## src/rtl/sc_et_counter.sv

```systemverilog
// sc_et_counter
// Stochastic-to-binary converter with early termination. Counts the ones of a
// unipolar bitstream over a 2^k-bit window (k = min(et_log2, WIDTH)) and stops
// early once a threshold decision can no longer change.
//
// Ports:
//   clk, rst_n      clock, asynchronous active-low reset
//   start           begin a conversion (sampled only in IDLE)
//   abort           cancel the run in progress, no done pulse
//   et_log2         window length exponent k (clamped to WIDTH)
//   thresh_en       enable threshold early termination
//   thresh          threshold in value units
//   bit_in          stream bit
//   bit_valid       bit_in is consumed this cycle (RUN only)
//   busy            high while in RUN
//   done            one-cycle pulse, results valid from this cycle
//   result          scaled ones count, saturated to 2^WIDTH-1
//   decision        estimate >= thresh (0 when thresh_en was 0)
//   cycles_used     bits consumed by the last completed run
module sc_et_counter #(
    parameter int WIDTH = 8,
    parameter int KW    = $clog2(WIDTH + 1)
) (
    input  logic             clk,
    input  logic             rst_n,
    input  logic             start,
    input  logic             abort,
    input  logic [KW-1:0]    et_log2,
    input  logic             thresh_en,
    input  logic [WIDTH-1:0] thresh,
    input  logic             bit_in,
    input  logic             bit_valid,
    output logic             busy,
    output logic             done,
    output logic [WIDTH-1:0] result,
    output logic             decision,
    output logic [WIDTH:0]   cycles_used
);

    typedef enum logic [1:0] {
        IDLE = 2'd0,
        RUN  = 2'd1,
        DONE = 2'd2
    } state_t;

    state_t state, state_nx;

    // Per-run configuration and counters
    logic [KW-1:0]  k_q;
    logic           te_q;
    logic [WIDTH:0] tc_q;
    logic [WIDTH:0] cnt_q;
    logic [WIDTH:0] cyc_q;

    // Start-time configuration: clamp k and convert the threshold into ones
    // count units, rounding up so cnt >= tc matches cnt*2^s >= thresh.
    logic [KW-1:0]  k_in;
    logic [KW-1:0]  shift_in;
    logic [WIDTH:0] round_up;
    logic [WIDTH:0] tc_in;

    assign k_in     = (et_log2 > KW'(WIDTH)) ? KW'(WIDTH) : et_log2;
    assign shift_in = KW'(WIDTH) - k_in;
    assign round_up = ((WIDTH + 1)'(1) << shift_in) - (WIDTH + 1)'(1);
    assign tc_in    = ({1'b0, thresh} + round_up) >> shift_in;

    // Termination evaluated on the counters as they will be after this bit.
    // cnt_nx + left never exceeds the window, so WIDTH+1 bits suffice.
    logic [WIDTH:0] cyc_nx;
    logic [WIDTH:0] cnt_nx;
    logic [WIDTH:0] window;
    logic [WIDTH:0] left;
    logic [WIDTH:0] scaled;
    logic [KW-1:0]  shift_q;
    logic           stop_len;
    logic           stop_hi;
    logic           stop_lo;
    logic           stop;

    assign cyc_nx   = cyc_q + (WIDTH + 1)'(1);
    assign cnt_nx   = cnt_q + {{WIDTH{1'b0}}, bit_in};
    assign window   = (WIDTH + 1)'(1) << k_q;
    assign left     = window - cyc_nx;
    assign stop_len = (cyc_nx == window);
    assign stop_hi  = te_q && (cnt_nx >= tc_q);
    assign stop_lo  = te_q && ((cnt_nx + left) < tc_q);
    assign stop     = bit_valid && (stop_len || stop_hi || stop_lo);
    assign shift_q  = KW'(WIDTH) - k_q;
    // cnt <= 2^k, so the shifted value fits in WIDTH+1 bits; only the
    // all-ones window reaches bit WIDTH and needs saturating.
    assign scaled   = cnt_nx << shift_q;

    // State register
    // NOTE: sequential state is written with non-blocking assignments so every
    // flop samples the pre-edge values regardless of process ordering.
    always_ff @(posedge clk or negedge rst_n) begin
        if (!rst_n) begin
            state <= IDLE;
        end else begin
            state <= state_nx;
        end
    end

    // Next-state logic; abort wins over a same-cycle termination
    always_comb begin
        // NOTE: default first so every path assigns state_nx and no latch forms.
        state_nx = state;
        case (state)
            IDLE: if (start) state_nx = RUN;
            RUN: begin
                if (abort) begin
                    state_nx = IDLE;
                end else if (stop) begin
                    state_nx = DONE;
                end
            end
            DONE:    state_nx = IDLE;
            default: state_nx = IDLE;
        endcase
    end

    // Configuration, counters and result registers
    always_ff @(posedge clk or negedge rst_n) begin
        if (!rst_n) begin
            k_q         <= '0;
            te_q        <= 1'b0;
            tc_q        <= '0;
            cnt_q       <= '0;
            cyc_q       <= '0;
            result      <= '0;
            decision    <= 1'b0;
            cycles_used <= '0;
        end else begin
            if (state == IDLE && start) begin
                k_q   <= k_in;
                te_q  <= thresh_en;
                tc_q  <= tc_in;
                cnt_q <= '0;
                cyc_q <= '0;
            end
            if (state == RUN && !abort && bit_valid) begin
                cnt_q <= cnt_nx;
                cyc_q <= cyc_nx;
                if (stop) begin
                    result      <= scaled[WIDTH] ? {WIDTH{1'b1}} : scaled[WIDTH-1:0];
                    // Covers (b), (c) and a length stop alike
                    decision    <= stop_hi;
                    cycles_used <= cyc_nx;
                end
            end
        end
    end

    // Decoded directly from the state register
    assign busy = (state == RUN);
    assign done = (state == DONE);

endmodule

```

## config.mk

```make
export PLATFORM = sky130hd
export DESIGN_NAME = sc_et_counter
export DESIGN_NICKNAME = d
export VERILOG_FILES = /design/src/rtl/sc_et_counter.sv
export SDC_FILE = /design/constraint.sdc
export NUM_CORES = 1
export LEC_CHECK = 0
export ABC_AREA = 0
export BUFFER_PORTS_ARGS = -buffer_cell sky130_fd_sc_hd__buf_2
export CAP_MARGIN = 5
export CELL_PAD_IN_SITES_DETAIL_PLACEMENT = 0
export CELL_PAD_IN_SITES_GLOBAL_PLACEMENT = 1
export CORE_MARGIN = 10
export CORE_UTILIZATION = 45
export DETAILED_ROUTE_END_ITERATION = 6
export MAX_ROUTING_LAYER = met4
export PLACE_DENSITY = 0.86
export SYNTH_ARGS = -nofsm -noshare
export SYNTH_HDL_FRONTEND = slang
export SYNTH_SLANG_ARGS = --single-unit
```

## constraint.sdc

```tcl
create_clock -name clk -period 11.9 [get_ports clk]
set_input_delay 0.595 -clock clk [delete_from_list [all_inputs] [get_ports clk]]
set_output_delay 0.595 -clock clk [all_outputs]
set_load 0.005 [all_outputs]
```

# Word level (Yosys, flattened, before mapping)
# Index checks and enable logic that the tools add are counted.
word_totals:
  regBits: 52
  output_inout_bits: 20
  ramBits: 0
  rom_bits: 0
  memories: 0
  latchBits: 0
classes:
  shifts: 4
  addsub: 8
  reduce_logical: 13
  eq_ne: 5
  mux: 9
  order_cmp: 3
  n_mul: 0
  div_mod_pow: 0
  bitwise_logic: 0
op_table:
  columns: ["op", "n"]
  rows:
  - ["$mux 9", 3]
  - ["$shl 1x4->9 const A", 2]
  - ["$add 8x9->9", 1]
  - ["$add 9x1->9", 1]
  - ["$add 9x1->9 const B", 1]
  - ["$add 9x9->9", 1]
  - ["$eq 9x9->1", 1]
  - ["$ge 9x9->1", 1]
  - ["$lt 9x9->1", 1]
  - ["$shl 9x4->9", 1]
  - ["$shr 9x4->9", 1]
  - ["$sub 9x2->9 const B", 1]
  - ["$sub 9x9->9", 1]
  - ["$mux 8", 1]
  - ["$sub 4x4->4 const A", 2]
  - ["$logic_and 1x1->1", 6]
  - ["$mux 2", 3]
  - ["$gt 4x4->1 const B", 1]
  - ["$mux 4", 1]
  - ["$pmux 2 s2", 1]
  - ["$reduce_and 2->1", 2]
  - ["$ne 3x2->1 const B", 1]
  - ["$eq 2x1->1 const B", 1]
  - ["$eq 2x2->1 const B", 1]
  - ["other kinds (5)", 6]

# Longest topological paths before layout
# Gate-level depths: netlist of run 1.
depth:
  ltp_word: 10
  mapped_depth: 24
  ltp_nobuf: 22

# Least setup slack after synthesis of run 1
# No wires, ideal clock.
synth_timing:
  kind: "input port to flip-flop"
  startpoint: "in bit_in"
  endpoint: "reg result[1]"
  required_time_ps: 11775
  setup_time_ps: 125
  arrival_time_ps: 4645
  stages: 19
  setup_slack_ps: 7130
  cell_sequence: "ha_1 -> ha_1 -> xor2_1 -> inv_1 -> fa_1 -> inv_1 -> ha_1 -> a21o_1 -> a21oi_1 -> o21bai_1 -> a21oi_1 -> o21ai_0 -> xnor2_1 -> ha_1 -> a211oi_1 -> a21oi_1 -> a21oi_4 -> buf_12 -> mux2_4"
synth_via:
  elab_chain_cells: 7
  elab_cells_between_ends: 12
synth_rtl:
  columns: ["item", "line_no", "rtl"]
  rows:
  - ["from (decl)", "31", "input logic bit_in,"]
  - ["$add 9x1->9 *", "81", "assign cnt_nx = cnt_q + {{WIDTH{1'b0}}, bit_in};"]
  - ["$add 9x9->9 or $ge 9x9->1 (tied branches)", "86, 85", null]
  - ["$lt 9x9->1 or $logic_and 1x1->1 (tied branches)", "86, 85", null]
  - ["$logic_and 1x1->1 or $logic_or 1x1->1 (tied branches)", "86, 87", null]
  - ["$logic_or 1x1->1", "87", "assign stop = bit_valid && (stop_len || stop_hi || stop_lo);"]
  - ["$logic_and 1x1->1", "87", null]
  - ["$reduce_and 2->1 (no line)", null, null]
  - ["to (signal assigned)", "145", "result <= scaled[WIDTH] ? {WIDTH{1'b1}} : scaled[WIDTH-1:0];"]
  - ["to (decl)", "35", "output logic [WIDTH-1:0] result,"]
# Every way passes the cells marked *; elsewhere a longest branch is shown, timed or not.
# A chain may end at the register's enable or synchronous reset.

# Final worst setup path of run 1
layout_timing:
  startpoint: "reg cnt_q[0]"
  endpoint: "reg cycles_used[7]"
layout_via:
  elab_chain_cells: 7
  elab_cells_between_ends: 10
layout_rtl:
  columns: ["item", "line_no", "rtl"]
  rows:
  - ["from (decl)", "52", "logic [WIDTH:0] cnt_q;"]
  - ["from (signal assigned)", "142", "cnt_q <= cnt_nx;"]
  - ["$add 9x1->9 *", "81", null]
  - ["$add 9x9->9 or $ge 9x9->1 (tied branches)", "86, 85", null]
  - ["$lt 9x9->1 or $logic_and 1x1->1 (tied branches)", "86, 85", null]
  - ["$logic_and 1x1->1 or $logic_or 1x1->1 (tied branches)", "86, 87", null]
  - ["$logic_or 1x1->1 *", "87", null]
  - ["$logic_and 1x1->1 *", "87", null]
  - ["$reduce_and 2->1 (no line) *", null, null]
  - ["to (signal assigned)", "148", "cycles_used <= cyc_nx;"]
  - ["to (decl)", "37", "output logic [WIDTH:0] cycles_used"]
# Marks and branches as above.

==> results.py, run 1 <==
metrics = {
    "status": {
        "status": "complete, no violations",
    },
    "global_route": {
        "grt_antenna_before_repair": 0,
        "grt_pass1_wl_mm": 19.97,
        "grt_usage_pct": 16.51,
        "grt_pass1_vias": 4112,
        "grt_max_degree": 53,
        "grt_overflow": 0,
    },
    "final_layout": {
        "fin_area_um2": 5258,
        "area_growth_pct": 7.799,
        "nets": 670,
        "finalNonFillerCells": 724,
        "diodes": 0,
        "fin_util_pct": 50.25,
        "drive_gt1_share_pct": 13.44,
    },
    "power_and_ir_drop": {
        "total_power_mw": 1.258,
        "power.leakage_nw": 2.571,
        "cellPowerDensity_nw_per_um2": 239.2,
        "peakVddDrop_uv": 94.15,
    },
    "timing": {
        "tns_ps": 0,
        "post-route-period-util_pct": 44.51,
        "maxSlewViolCount": 0,
        "whs_ps": 353.3,
        "slew_headroom_pct": 47.28,
        "grt_setup_unrepaired": "no",
        "max_freq_mhz": 188.8,
        "skew_ps": 17.48,
        "tightest_slew_ps": 789.0,
        "hold_viol": 0,
        "setup_ws_ps": 6604,
        "setup_viol": 0,
        "period_minus_slack_ps": 5296,
    },
    "route": {
        "dr.pass1.iters": 5,
        "wl_per_cell_um": 16.33,
        "routed_wl_mm": 11.83,
        "via_per_inst": 5.486,
        "route.detailed.drc": 0,
        "vias": 3972,
        "drt_iter0_drc": 227,
        "ant_nets": 0,
    },
    "synthesis": {
        "synth_area_per_cell_um2": 8.709,
        "yosysSeqAreaShare_pct": 26.68,
        "synth_compound_area_share_pct": 17.57,
        "ys.warnings.count": 0,
        "synth_fp_nets": 643,
        "synthMuxAreaShare_pct": 6.054,
        "synthArstFlopShare_pct": 100.0,
        "synth_cell_types": 65,
        "netlist_area_um2": 4877,
        "synth_edf_count": 0,
        "synth_xor_area_share_pct": 6.978,
        "syn_inst": 560,
        "synth_top_family_by_area": "adder cells",
        "synth_fa_ha_area_share_pct": 17.80,
        "yosys.area_share.simple_pct": 17.19,
        "synth_seq_cells": 52,
        "synth-main-ff-cell": "dfrtp_1",
    },
    "setup_path": {
        "worstPathArrival_ps": 5500,
        "crit_start": "cnt_q[0]$_DFFE_PN0P_",
        "crit_required_ps": 12110,
        "rrSetupSlack_ps": 6600,
        "r2r_end": "cycles_used[7]$_DFFE_PN0P_",
        "crit_path_end": "cycles_used[7]$_DFFE_PN0P_",
        "critPathLaunchType": "register",
        "critical_path_peak_fanout": 18,
        "critPathKind": "register to register",
        "timing.rr.start": "cnt_q[0]$_DFFE_PN0P_",
        "endpoint_kind": "register",
        "reg2reg_depth": 18,
    },
    "worst_hold_path": {
        "hold_path.class": "primary input to async pin",
    },
    "clock_tree": {
        "cts-root-buf": "clkbuf_8",
        "numCtsBuffers": 5,
        "htree_levels": 2,
        "cts_setup_buffers": 0,
        "clk_latency_ps": 320,
        "cts_buffer_depth": 2,
        "cts_resized": 0,
        "cts_sinks": 52,
        "cts_tree": "done",
        "clk_pin_slew_ps": 100,
        "cts_hold_buf": 0,
    },
    "floorplan": {
        "core-area_um2": 10460,
        "pin_count": 39,
        "dieWidth_um": 124.1,
        "fp.dieH_um": 124.1,
        "start_util_pct": 46.62,
        "die_area_um2": 15400,
        "num_rows": 37,
    },
    "place": {
        "dp_cells": 716,
        "place.gp.congestion": 0.9184,
        "dp_slack_ps": 6303,
        "place_area_um2": 5150,
        "io_buffers": 38,
        "hpwl_mm": 9.389,
    },
    "run": {
        "max_cap_violations": 0,
    },
}
## per-layer routing
metal	vias to the layer above	track usage, %	wire [um]	part of all wire (%)
met4	0	4.964	171	1.4
met5	-	-	0	0
met3	11	1.900	291	2.5
li1	2007	-	-	-
met2	69	28.49	5934	50
met1	1885	19.78	5429	46
## logic make-up (layout without fill, tap and decap cells)
group | count (synthesis) | in the layout
compound gates | 128 | 128
buf+inv | 93 | 121
simple gates | 161 | 161
flops | 52 | 52
fa+ha+maj | 64 | 64
mux | 25 | 25
xor+xnor | 37 | 37
## worst min-delay path by stage
stage	start	to	slack [ps]	cells past startpoint
floorplan	rst_n	cnt_q[0]$_DFFE_PN0P_	300	0
global placement	cycles_used[7]$_DFFE_PN0P_	cycles_used[7]$_DFFE_PN0P_	490	1
detailed placement	cycles_used[5]$_DFFE_PN0P_	cycles_used[5]$_DFFE_PN0P_	490	1
CTS	rst_n	cnt_q[2]$_DFFE_PN0P_	400	2
global route	rst_n	cnt_q[4]$_DFFE_PN0P_	440	2
finish	rst_n	cycles_used[2]$_DFFE_PN0P_	350	2
## cells in the final DEF, fill, tap and decap left out, types with 3 or more instances in the layout
cell type | Yosys | routed
a31oi_1 | 3 | 3
o21ai_0 | 41 | 41
mux2_2 | 8 | 8
nand2_1 | 46 | 46
nor3_1 | 17 | 17
xnor2_1 | 27 | 27
a2111oi_0 | 5 | 5
inv_1 | 73 | 73
o211ai_1 | 5 | 5
buf_2 | 0 | 38
xor2_1 | 9 | 9
clkbuf_8 | 0 | 5
nand2b_1 | 9 | 9
and2_1 | 4 | 4
mux2_4 | 7 | 7
a211o_1 | 3 | 3
dfrtp_1 | 52 | 52
a21oi_1 | 21 | 21
ha_1 | 55 | 55
o21a_1 | 5 | 5
nand3_1 | 29 | 29
fa_1 | 9 | 9
o22ai_1 | 6 | 6
nor2_1 | 24 | 24
o31ai_1 | 7 | 7
o21bai_1 | 4 | 4
and3_1 | 4 | 4
o221ai_1 | 5 | 5
or3_1 | 3 | 3
nor2b_1 | 5 | 5
a21o_1 | 5 | 5
mux2i_1 | 10 | 10
## cell type report
cell class | instances | area [um^2]
sequential | 52 | 1301
clock buffer | 6 | 72.57
inverter | 73 | 274.0
timing repair buffer | 40 | 205.2
fill | 1032 | 5205
tap | 136 | 170.2
clock inverter | 2 | 35.03
multi-input combinational | 415 | 3199
## critical path, cell delays in order (launching register included)
cell	delay, ps
dfrtp_1	400
ha_1	230
ha_1	280
xor2_1	340
inv_1	130
fa_1	510
inv_1	40
ha_1	320
a21o_1	190
a21oi_1	220
o21bai_1	90
a21oi_1	220
o21ai_0	150
xnor2_1	140
ha_1	290
a211oi_1	340
a21oi_1	190
a21oi_4	670
mux2_2	410
## where the power goes
part / switching, mW / leakage (nW) / internal [mW]
sequential: 0.0361 / 0.695 / 0.222
combinational: 0.496 / 1.82 / 0.382
clock: 0.0592 / 0.0552 / 0.0625
## flip-flops by register name (all words and copies together), names as in the netlist
register     flops
cnt_q            9
cyc_q            9
cycles_used      9
decision         1
k_q              4
result           8
state            2
tc_q             9
te_q             1
## synth_stat cells (10+ instances only)
library cell  number  area [um^2]
a21oi_1           21        105.1
clkbuf_1          15        56.30
dfrtp_1           52         1301
ha_1              55        688.2
inv_1             73        274.0
mux2i_1           10        100.1
nand2_1           46        172.7
nand3_1           29        145.1
nor2_1            24        90.09
nor3_1            17        85.08
o21ai_0           41        205.2
xnor2_1           27        236.5
No activity file was read; power rests on OpenSTA's default activity.
==> run 2, diff against run 1 <==
==> constraint.sdc (replaced) <==
create_clock -name clk -period 5 [get_ports clk]
set_input_delay 0.25 -clock clk [delete_from_list [all_inputs] [get_ports clk]]
set_output_delay 0.25 -clock clk [all_outputs]
set_load 0.005 [all_outputs]
==> results.py, run 2 (synthesis gave the netlist of run 1 again) <==
metrics = {
    "global_route": {
        "grt_pass1_wl_mm": 20.35,
        "grt_pass1_vias": 4139,
        "grt_max_degree": 53,
        "grt_overflow": 0,
        "grt_usage_pct": 16.76,
        "grt_antenna_before_repair": 0,
    },
    "setup_path": {
        "critPathLaunchType": "register",
        "critPathKind": "register to register",
        "timing.rr.start": "cnt_q[0]$_DFFE_PN0P_",
        "critical_path_peak_fanout": 18,
        "worst-path-buf-inv": 3,
        "crit_required_ps": 5210,
        "slowest_delay_ps": 500,
        "crit_family": "adder cells",
        "worstPathArrival_ps": 4970,
        "path_cells": "ha_1, ha_2, xor2_2, inv_1, fa_1, inv_1, ha_1, a21o_1, a21oi_1, o21bai_1, a21oi_1, o21ai_0, xnor2_1, ha_1, a211oi_2, a21oi_1, a21oi_4, buf_12, mux2_2",
        "endpoint_kind": "register",
        "slowest_stage": "fa_1",
        "crit_start": "cnt_q[0]$_DFFE_PN0P_",
    },
    "clock_tree": {
        "numCtsBuffers": 5,
        "cts_setup_buffers": 0,
        "cts_buffer_depth": 2,
        "cts_hold_buf": 0,
        "htree_levels": 2,
        "clk_latency_ps": 320,
        "clk_pin_slew_ps": 100,
        "cts_tree": "done",
        "cts-root-buf": "clkbuf_8",
        "cts_sinks": 52,
    },
    "route": {
        "wl_met2_mm": 5.985,
        "dr.pass1.iters": 4,
        "highest_layer": "met4",
        "routed_wl_mm": 11.90,
        "vias": 4069,
        "route.detailed.drc": 0,
        "met1Wirelength_mm": 5.230,
        "drt_iter0_drc": 234,
        "via_per_inst": 5.589,
        "ant_nets": 0,
        "wl_per_cell_um": 16.34,
        "wl_met3_um": 505,
    },
    "timing": {
        "skew_ps": 9.414,
        "period_minus_slack_ps": 4764,
        "setup_viol": 0,
        "hold_viol": 0,
        "maxSlewViolCount": 0,
        "tns_ps": 0,
        "post-route-period-util_pct": 95.27,
        "setup_ws_ps": 236.3,
        "slew_headroom_pct": 48.78,
        "tightest_slew_ps": 766.4,
        "max_freq_mhz": 209.9,
    },
    "power_and_ir_drop": {
        "p_clk_share_pct": 9.7,
        "sw_frac_of_total_pct": 47.25,
        "p_int_mw": 1.617,
        "pwr-share-seq_pct": 20.1,
        "peakVddDrop_uv": 208.4,
        "p_sw_mw": 1.448,
        "power_frac_comb_pct": 70.2,
        "power.leakage_nw": 2.589,
        "cellPowerDensity_nw_per_um2": 576.1,
    },
    "final_layout": {
        "final_common_cell": "inv_1",
        "nets": 674,
        "area_growth_pct": 9.056,
        "mostFrequentLayoutCells": "inv_1, ha_1, dfrtp_1",
        "diodes": 0,
        "fin_util_pct": 50.84,
        "drive_gt1_share_pct": 14.70,
        "finalNonFillerCells": 728,
    },
    "floorplan": {
        "die_area_um2": 15400,
        "core-area_um2": 10460,
        "dieWidth_um": 124.1,
        "num_rows": 37,
        "start_util_pct": 46.62,
        "fp.dieH_um": 124.1,
        "pin_count": 39,
    },
    "run": {
        "max_cap_violations": 0,
    },
    "place": {
        "dp_cells": 720,
        "dp_slack_ps": 62.22,
        "place.gp.congestion": 0.9511,
        "io_buffers": 38,
        "hpwl_mm": 9.488,
    },
    "worst_hold_path": {
        "hold_path.class": "primary input to async pin",
    },
    "status": {
        "status": "complete, no violations",
    },
}
-- run 2: area by class of cell --
cell class | instances | area (um^2)
Inverter | 73 | 274.0
Clock buffer | 5 | 68.82
Clock inverter | 3 | 42.54
Multi-Input combinational cell | 415 | 3214
Tap cell | 136 | 170.2
Fill cell | 1029 | 5144
Timing Repair Buffer | 44 | 247.7
Sequential cell | 52 | 1301
-- run 2: path summary, 6_finish.rpt --
check | slack (ps) | depth (start not counted) | end
worst max-delay path | 240 | 19 | cycles_used[4]$_DFFE_PN0P_
worst min-delay path | 40 | 2 | cyc_q[2]$_DFFE_PN0P_
worst max register to register | 240 | 19 | cycles_used[4]$_DFFE_PN0P_
worst min register to register | 500 | 2 | tc_q[5]$_DFFE_PN0P_
max in group asynchronous | 4520 | 2 | tc_q[3]$_DFFE_PN0P_
min in group clk | 140 | 3 | te_q$_DFFE_PN0P_
-- run 2: power by group through the flow --
stage	logic, mW	clock network [mW]	registers, mW
2_1_floorplan	1.62	0	0.601
3_3_place_gp	2.03	0	0.619
3_5_place_dp	2.11	0	0.625
4_1_cts	2.12	0.306	0.616
5_1_grt	2.43	0.329	0.631
6_report	2.15	0.298	0.616
-- run 2: layer usage --
layer / global-route usage, % / vias up
li1: - / 2017
met1: 19.97 / 1953
met2: 28.52 / 88
met3: 2.127 / 11
met4: 5.827 / 0
met5: - / -
-- run 2: worst register-to-register path, delay by kind of cell, from the launching register on --
| family | cells | cell delay [ps] |
|---|---|---|
| xor+xnor | 2 | 460 |
| flops | 1 | 360 |
| fa+ha+maj | 5 | 1630 |
| compound gates | 8 | 1490 |
| mux | 1 | 360 |
| buf+inv | 3 | 360 |
-- run 2: repair_timing --
action | in CTS | in global routing
gates resized for setup | 0 | 3
setup endpoints to repair | 0 | 17
hold endpoints to repair | 0 | 0
-- run 2: per-stage QoR --
step | power, mW | instance area [um^2] | hold WS, ps
6_report | 3.064 | 5319 | 37.62
5_1_grt | 3.390 | 5319 | 92.81
4_1_cts | 3.045 | 5304 | 58.52
3_5_place_dp | 2.736 | 5192 | 412.3
3_3_place_gp | 2.652 | 5192 | 399.8
2_1_floorplan | 2.224 | 4877 | -45.59
